<file path="src/rtl/complex_window_sum_if.sv">
`default_nettype none
// ============================================================================
//  Module      : complex_window_sum_if
//  Description : Sample-in / windowed-sum-out bundle for complex_window_sum.
//                master = sample producer and sum consumer, slave = the window.
//  Revision    : 1.0  initial release
// ============================================================================
interface complex_window_sum_if #(
    parameter int DATA_WIDTH  = 32,
    parameter int WINDOW_LOG2 = 4
);
    logic                                      enable;
    logic signed [DATA_WIDTH-1:0]              data_i;
    logic signed [DATA_WIDTH-1:0]              data_q;
    logic                                      input_strobe;
    logic signed [DATA_WIDTH+WINDOW_LOG2-1:0]  sum_i;
    logic signed [DATA_WIDTH+WINDOW_LOG2-1:0]  sum_q;
    logic                                      output_strobe;
    logic                                      window_full;

    modport master (
        output enable, data_i, data_q, input_strobe,
        input  sum_i, sum_q, output_strobe, window_full
    );

    modport slave (
        input  enable, data_i, data_q, input_strobe,
        output sum_i, sum_q, output_strobe, window_full
    );
endinterface
`default_nettype wire

</file>
<file path="src/rtl/complex_window_sum.sv">
`default_nettype none
// ============================================================================
//  Module      : complex_window_sum
//  Description : Sliding-window complex accumulator. Keeps the running sum of
//                the last 2^WINDOW_LOG2 accepted I/Q samples using a circular
//                buffer; each accepted sample adds itself and removes the
//                sample it overwrites. Two-cycle latency, one sample/cycle.
//  Revision    : 1.0  initial release
// ============================================================================
module complex_window_sum #(
    parameter int DATA_WIDTH  = 32,
    parameter int WINDOW_LOG2 = 4
) (
    input  wire logic             clock,
    input  wire logic             reset,
    complex_window_sum_if.slave   bus
);
    localparam int SUM_WIDTH = DATA_WIDTH + WINDOW_LOG2;
    localparam int c_depth   = 1 << WINDOW_LOG2;
    localparam logic [WINDOW_LOG2:0] c_fill_max  = (WINDOW_LOG2+1)'(c_depth);
    localparam logic [WINDOW_LOG2:0] c_fill_last = (WINDOW_LOG2+1)'(c_depth - 1);

    // Sample storage, {I,Q} per slot. Not reset: fill masking hides stale slots.
    logic [2*DATA_WIDTH-1:0]        r_mem [c_depth];

    // Stage 0 control
    logic [WINDOW_LOG2-1:0]         r_wr_ptr;
    logic [WINDOW_LOG2:0]           r_fill;

    // Stage 1 registers
    logic                           r_s1_valid;
    logic                           r_s1_full;
    logic signed [DATA_WIDTH-1:0]   r_s1_new_i;
    logic signed [DATA_WIDTH-1:0]   r_s1_new_q;
    logic signed [DATA_WIDTH-1:0]   r_s1_old_i;
    logic signed [DATA_WIDTH-1:0]   r_s1_old_q;

    // Stage 2 registers (outputs)
    logic signed [SUM_WIDTH-1:0]    r_sum_i;
    logic signed [SUM_WIDTH-1:0]    r_sum_q;
    logic                           r_out_strobe;
    logic                           r_window_full;

    logic                           w_accept;
    logic                           w_was_full;
    logic [2*DATA_WIDTH-1:0]        w_rd_data;

    assign w_accept   = bus.enable && bus.input_strobe;
    assign w_was_full = (r_fill == c_fill_max);
    // Read-before-write: the slot about to be overwritten holds the oldest sample.
    assign w_rd_data  = r_mem[r_wr_ptr];

    // Write the accepted sample into the current slot; a reset cycle writes nothing.
    always_ff @(posedge clock) begin
        if (w_accept && !reset) begin
            r_mem[r_wr_ptr] <= {bus.data_i, bus.data_q};
        end
    end

    // Advance pointer/fill count and capture new + oldest sample into stage 1.
    always_ff @(posedge clock) begin
        if (reset) begin
            r_wr_ptr   <= '0;
            r_fill     <= '0;
            r_s1_valid <= 1'b0;
            r_s1_full  <= 1'b0;
            r_s1_new_i <= '0;
            r_s1_new_q <= '0;
            r_s1_old_i <= '0;
            r_s1_old_q <= '0;
        end else begin
            r_s1_valid <= w_accept;
            if (w_accept) begin
                r_wr_ptr   <= r_wr_ptr + 1'b1;
                if (!w_was_full) begin
                    r_fill <= r_fill + 1'b1;
                end
                r_s1_new_i <= bus.data_i;
                r_s1_new_q <= bus.data_q;
                // Until the window has filled once, the slot being replaced was
                // never written since reset, so it must contribute nothing.
                r_s1_old_i <= w_was_full ? w_rd_data[2*DATA_WIDTH-1:DATA_WIDTH] : '0;
                r_s1_old_q <= w_was_full ? w_rd_data[DATA_WIDTH-1:0]            : '0;
                // This sample completes the window if N-1 came before it.
                r_s1_full  <= (r_fill >= c_fill_last);
            end
        end
    end

    // Update running sums (add newest, drop oldest) and pulse the output strobe.
    always_ff @(posedge clock) begin
        if (reset) begin
            r_sum_i       <= '0;
            r_sum_q       <= '0;
            r_out_strobe  <= 1'b0;
            r_window_full <= 1'b0;
        end else begin
            r_out_strobe <= r_s1_valid;
            if (r_s1_valid) begin
                r_sum_i <= r_sum_i + SUM_WIDTH'(r_s1_new_i) - SUM_WIDTH'(r_s1_old_i);
                r_sum_q <= r_sum_q + SUM_WIDTH'(r_s1_new_q) - SUM_WIDTH'(r_s1_old_q);
                if (r_s1_full) begin
                    r_window_full <= 1'b1;
                end
            end
        end
    end

    assign bus.sum_i         = r_sum_i;
    assign bus.sum_q         = r_sum_q;
    assign bus.output_strobe = r_out_strobe;
    assign bus.window_full   = r_window_full;

endmodule
`default_nettype wire

</file>
<file path="src/flat_wrapper.sv">
// flat-port wrapper written by rule: the top's interface ports become plain ports
module complex_window_sum_flat 
#(
    parameter int DATA_WIDTH  = 32,
    parameter int WINDOW_LOG2 = 4
)
  (clock, reset, bus_enable, bus_data_i, bus_data_q, bus_input_strobe, bus_sum_i, bus_sum_q, bus_output_strobe, bus_window_full);
  complex_window_sum_if #(.DATA_WIDTH(DATA_WIDTH), .WINDOW_LOG2(WINDOW_LOG2)) bus_i ();
  input  wire logic clock;
  input  wire logic reset;
  input wire logic [$bits(bus_i.enable)-1:0] bus_enable;
  input wire logic [$bits(bus_i.data_i)-1:0] bus_data_i;
  input wire logic [$bits(bus_i.data_q)-1:0] bus_data_q;
  input wire logic [$bits(bus_i.input_strobe)-1:0] bus_input_strobe;
  output wire logic [$bits(bus_i.sum_i)-1:0] bus_sum_i;
  output wire logic [$bits(bus_i.sum_q)-1:0] bus_sum_q;
  output wire logic [$bits(bus_i.output_strobe)-1:0] bus_output_strobe;
  output wire logic [$bits(bus_i.window_full)-1:0] bus_window_full;
  assign bus_i.enable = bus_enable;
  assign bus_i.data_i = bus_data_i;
  assign bus_i.data_q = bus_data_q;
  assign bus_i.input_strobe = bus_input_strobe;
  assign bus_sum_i = bus_i.sum_i;
  assign bus_sum_q = bus_i.sum_q;
  assign bus_output_strobe = bus_i.output_strobe;
  assign bus_window_full = bus_i.window_full;
  complex_window_sum #(.DATA_WIDTH(DATA_WIDTH), .WINDOW_LOG2(WINDOW_LOG2)) u_core (.clock(clock), .reset(reset), .bus(bus_i));
endmodule
</file>
<file path="config.mk">
export PLATFORM = sky130hd
export DESIGN_NAME = complex_window_sum_flat
export DESIGN_NICKNAME = d
export VERILOG_FILES = /design/src/rtl/complex_window_sum_if.sv /design/src/rtl/complex_window_sum.sv /design/src/flat_wrapper.sv
export SDC_FILE = /design/constraint.sdc
export NUM_CORES = 1
export LEC_CHECK = 0
export ABC_AREA = 1
export CELL_PAD_IN_SITES_DETAIL_PLACEMENT = 1
export CELL_PAD_IN_SITES_GLOBAL_PLACEMENT = 2
export CORE_ASPECT_RATIO = 0.7
export CORE_MARGIN = 4
export CORE_UTILIZATION = 25
export CTS_CLUSTER_SIZE = 14
export DETAILED_ROUTE_END_ITERATION = 6
export PLACE_DENSITY_LB_ADDON = 0.1
export SLEW_MARGIN = 30
export SYNTH_ARGS = -nofsm -noshare
export SYNTH_HDL_FRONTEND = slang
export SYNTH_SLANG_ARGS = --single-unit
</file>
<file path="constraint.sdc">
create_clock -name clock -period 9.5 [get_ports clock]
set_input_delay 1.9 -clock clock [delete_from_list [all_inputs] [get_ports clock]]
set_output_delay 1.9 -clock clock [all_outputs]
set_load 0.01 [all_outputs]
</file>
==> flow_summary.toml <==
[outcome]
status = "finished, final reports clean"

[pwr]
p_sw_w = 0.00373
p_int_w = 0.00961
p_comb_share_pct = 14.0
swShare_pct = 27.9
seq_power_share_pct = 44.8
power_density_mw_per_mm2 = 210
ir_drop_mv = 0.111
p_leak_nw = 22.7
clkPwrFrac_pct = 41.1

[global_route]
grt_usage_pct = 17.9
grt_pass1_wl_um = 296000
grt_max_degree = 166
antenna_found_initial = 23
first_global_vias = 39700
overflow = 0

[sta]
fin_crit_ns = 4.88
final_max_slew_viol_count = 0
max_freq_mhz = 205
setup_violations = 0
tightest_slew_ns = 0.987
final.setup_skew_ns = 0.0829
finalCritPeriodShare_pct = 51.3
rsz0062_at_grt = "false"
timing.slew.headroom_pct = 34.0
hold_viol_final = 0
fin_tns_setup_ns = 0

[synth]
yosysSeqAreaShare_pct = 64.1
synth_area_sq_mm = 0.0547
synth_cell_types = 34
ys.warnings.count = 0
synth_flop_cell = "edfxtp_1"
postSynthCellCount = 5212
synth_edf_count = 1024
ys_ff_latch = 1241
synth-async-reset-ratio_pct = 0
synth_nets = 5431
avgSynthCellArea_sq_um = 10.5

[floorplan]
rows = 143
dieHeight_um = 399
coreArea_sq_mm = 0.217
initial_utilization_pct = 25.2
die-area_sq_mm = 0.227
die_x_um = 567
ios = 142

[detailed_routing]
first_pass_iters = 6
drtIter0Drc = 2762
antenna_left = 0
post_drt_via_cell_ratio = 4.61
route.detailed.drc = 0
wl_um = 206000
vias = 38300
routedWlPerCell_um = 24.8

[cells_and_area]
drive_gt1_share_pct = 5.94
area_growth_pct = 16.2
final_nets = 5516
final_cell_mix = "edfxtp_1, nor2_1, o21ai_0, nand2_1, inv_1"
final_common_cell = "edfxtp_1"
fin_area_sq_mm = 0.0636
nFillCells = 24200

[clocking]
clkTransAtPathRegs_ns = 0.06
cts_root_buffer = "clkbuf_16"
htree_num_levels = 4
clock-sinks = 1241
hold_buffers = 0
cts_tree = "done"
clk_latency_ns = 0.82
cts_resized = 0
clock_path_buffers = 4
cts_buffers = 150
post-cts-setup-buffers = 0

[setup_path]
slowest_stage = "buf_4"
slowest_delay_ns = 0.76
path_cells = "clkdlybuf4s50_1 > nand2_4 > buf_4 > nor2_1 > nand2_1 > nor2_4 > buf_4 > buf_4"
cp-end-kind = "register"
crit_fanout = 58
cpMostUsedCell = "buf_4"
arrival_ns = 5.26
worstPathRequired_ns = 9.88
critPathKind = "input pin to register"
crit_path_start_kind = "input pin"

[place]
portBuffers = 141
dp_hpwl_um = 130000
globalplace.congestion = 0.784
dpl-instance-area_sq_mm = 0.0590

[run]
max-cap-violations = 0

[hold_path]
hold_class = "register to register"
## cell type report
| cell class | count | area [sq um] | share of cell area, % |
|---|---|---|---|
| diodes | 5 | 12.5 | 0.0197 |
| clock buffers | 183 | 3990 | 6.28 |
| clock inverters | 77 | 524 | 0.824 |
| inverters | 515 | 1970 | 3.10 |
| multi-input cells | 3180 | 16400 | 25.8 |
| flip-flops and latches | 1241 | 35100 | 55.2 |
| well taps | 2900 | 3630 | 5.71 |
| repair buffers | 209 | 1920 | 3.02 |
## sequential cells by signal, summed over array words and instances (netlist names), 4 cells and up, named ones only
register and flops:
u_core.r_s1_new_q 32, u_core.r_fill 5, u_core.r_s1_old_q 32, u_core.bus.sum_q 36, u_core.r_s1_old_i 32, u_core.r_s1_new_i 32
u_core.bus.sum_i 36, u_core.r_wr_ptr 4, u_core.r_mem 1024
## critical path, delay by kind of cell
| family | cells | cell delay, ns |
|---|---|---|
| and+or+nand+nor | 4 | 1.04 |
| buffers and inverters | 4 | 2.19 |
## cell usage after synthesis (26+ instances only)
cell,n,area (sq um)
nand2_1,582,2180
o22ai_1,108,676
xor2_1,29,254
nor2_1,922,3460
o21ai_0,698,3490
ha_1,81,1010
edfxtp_1,1024,30700
nor3_1,26,130
clkbuf_1,194,728
a21oi_1,273,1370
inv_1,512,1920
o211ai_1,85,638
fa_1,70,1400
nand3_1,114,571
dfxtp_1,217,4340
o21ai_1,132,661
## per-stage QoR
step | setup WS, ns | hold slack, ns | cells | util (%) | power, W
3_5_place_dp | 3.79 | 0.468 | 8043 | 27.1 | 0.00801
2_1_floorplan | 2.07 | 0.447 | 5212 | - | 0.00722
4_1_cts | 4.62 | 0.476 | 8303 | 29.2 | 0.0136
3_3_place_gp | 3.83 | 0.467 | 8043 | 27.2 | 0.00802
5_1_grt | 4.44 | 0.488 | 8306 | 29.2 | 0.0140
6_report | 4.62 | 0.471 | 8310 | 29.3 | 0.0133
## power by group through the flow
| stage | Sequential [W] | Combinational, W | Clock [W] |
|---|---|---|---|
| after global placement | 0.00610 | 0.00192 | 0 |
| after global routing | 0.00598 | 0.00213 | 0.00592 |
| after detailed placement | 0.00610 | 0.00191 | 0 |
| after CTS | 0.00598 | 0.00192 | 0.00570 |
| after floorplan | 0.00609 | 0.00113 | 0 |
| final | 0.00598 | 0.00187 | 0.00549 |
## cell families (layout without fill, tap and decap cells)
group                      Yosys count  after routing  synth area share, %
adders and majority gates          151            151                 4.41
AOI/OAI and AO/OA                 1331           1331                 13.0
DFF                               1241           1241                 64.1
and+or+nand+nor                   1659           1659                 11.8
xor gates and xnor gates            39             39                0.624
buffers and inverters              791            984                 6.03
other                                0              5                    0
## worst paths after layout
kind | cells past startpoint | start | to | slack (ns)
max | 8 | bus_input_strobe | u_core.r_mem[12][52] | 4.62
min | 2 | u_core.r_s1_new_q[6] | u_core.r_s1_new_q[6] | 0.47
max reg2reg | 11 | register | u_core.r_s1_old_i[5] | 5.38
min reg2reg | 2 | u_core.r_s1_new_q[6] | u_core.r_s1_new_q[6] | 0.47
## metal layers
layer  vias to the layer above  global-route usage (%)  wire length (um)
met3                       206                    2.67              7410
met5                         -                       0                27
met1                     19500                    26.3            104000
met4                         4                    4.27              4890
met2                       569                    27.7             89700
li1                      18100                       -                 -
(Power assumes the default switching activity.)
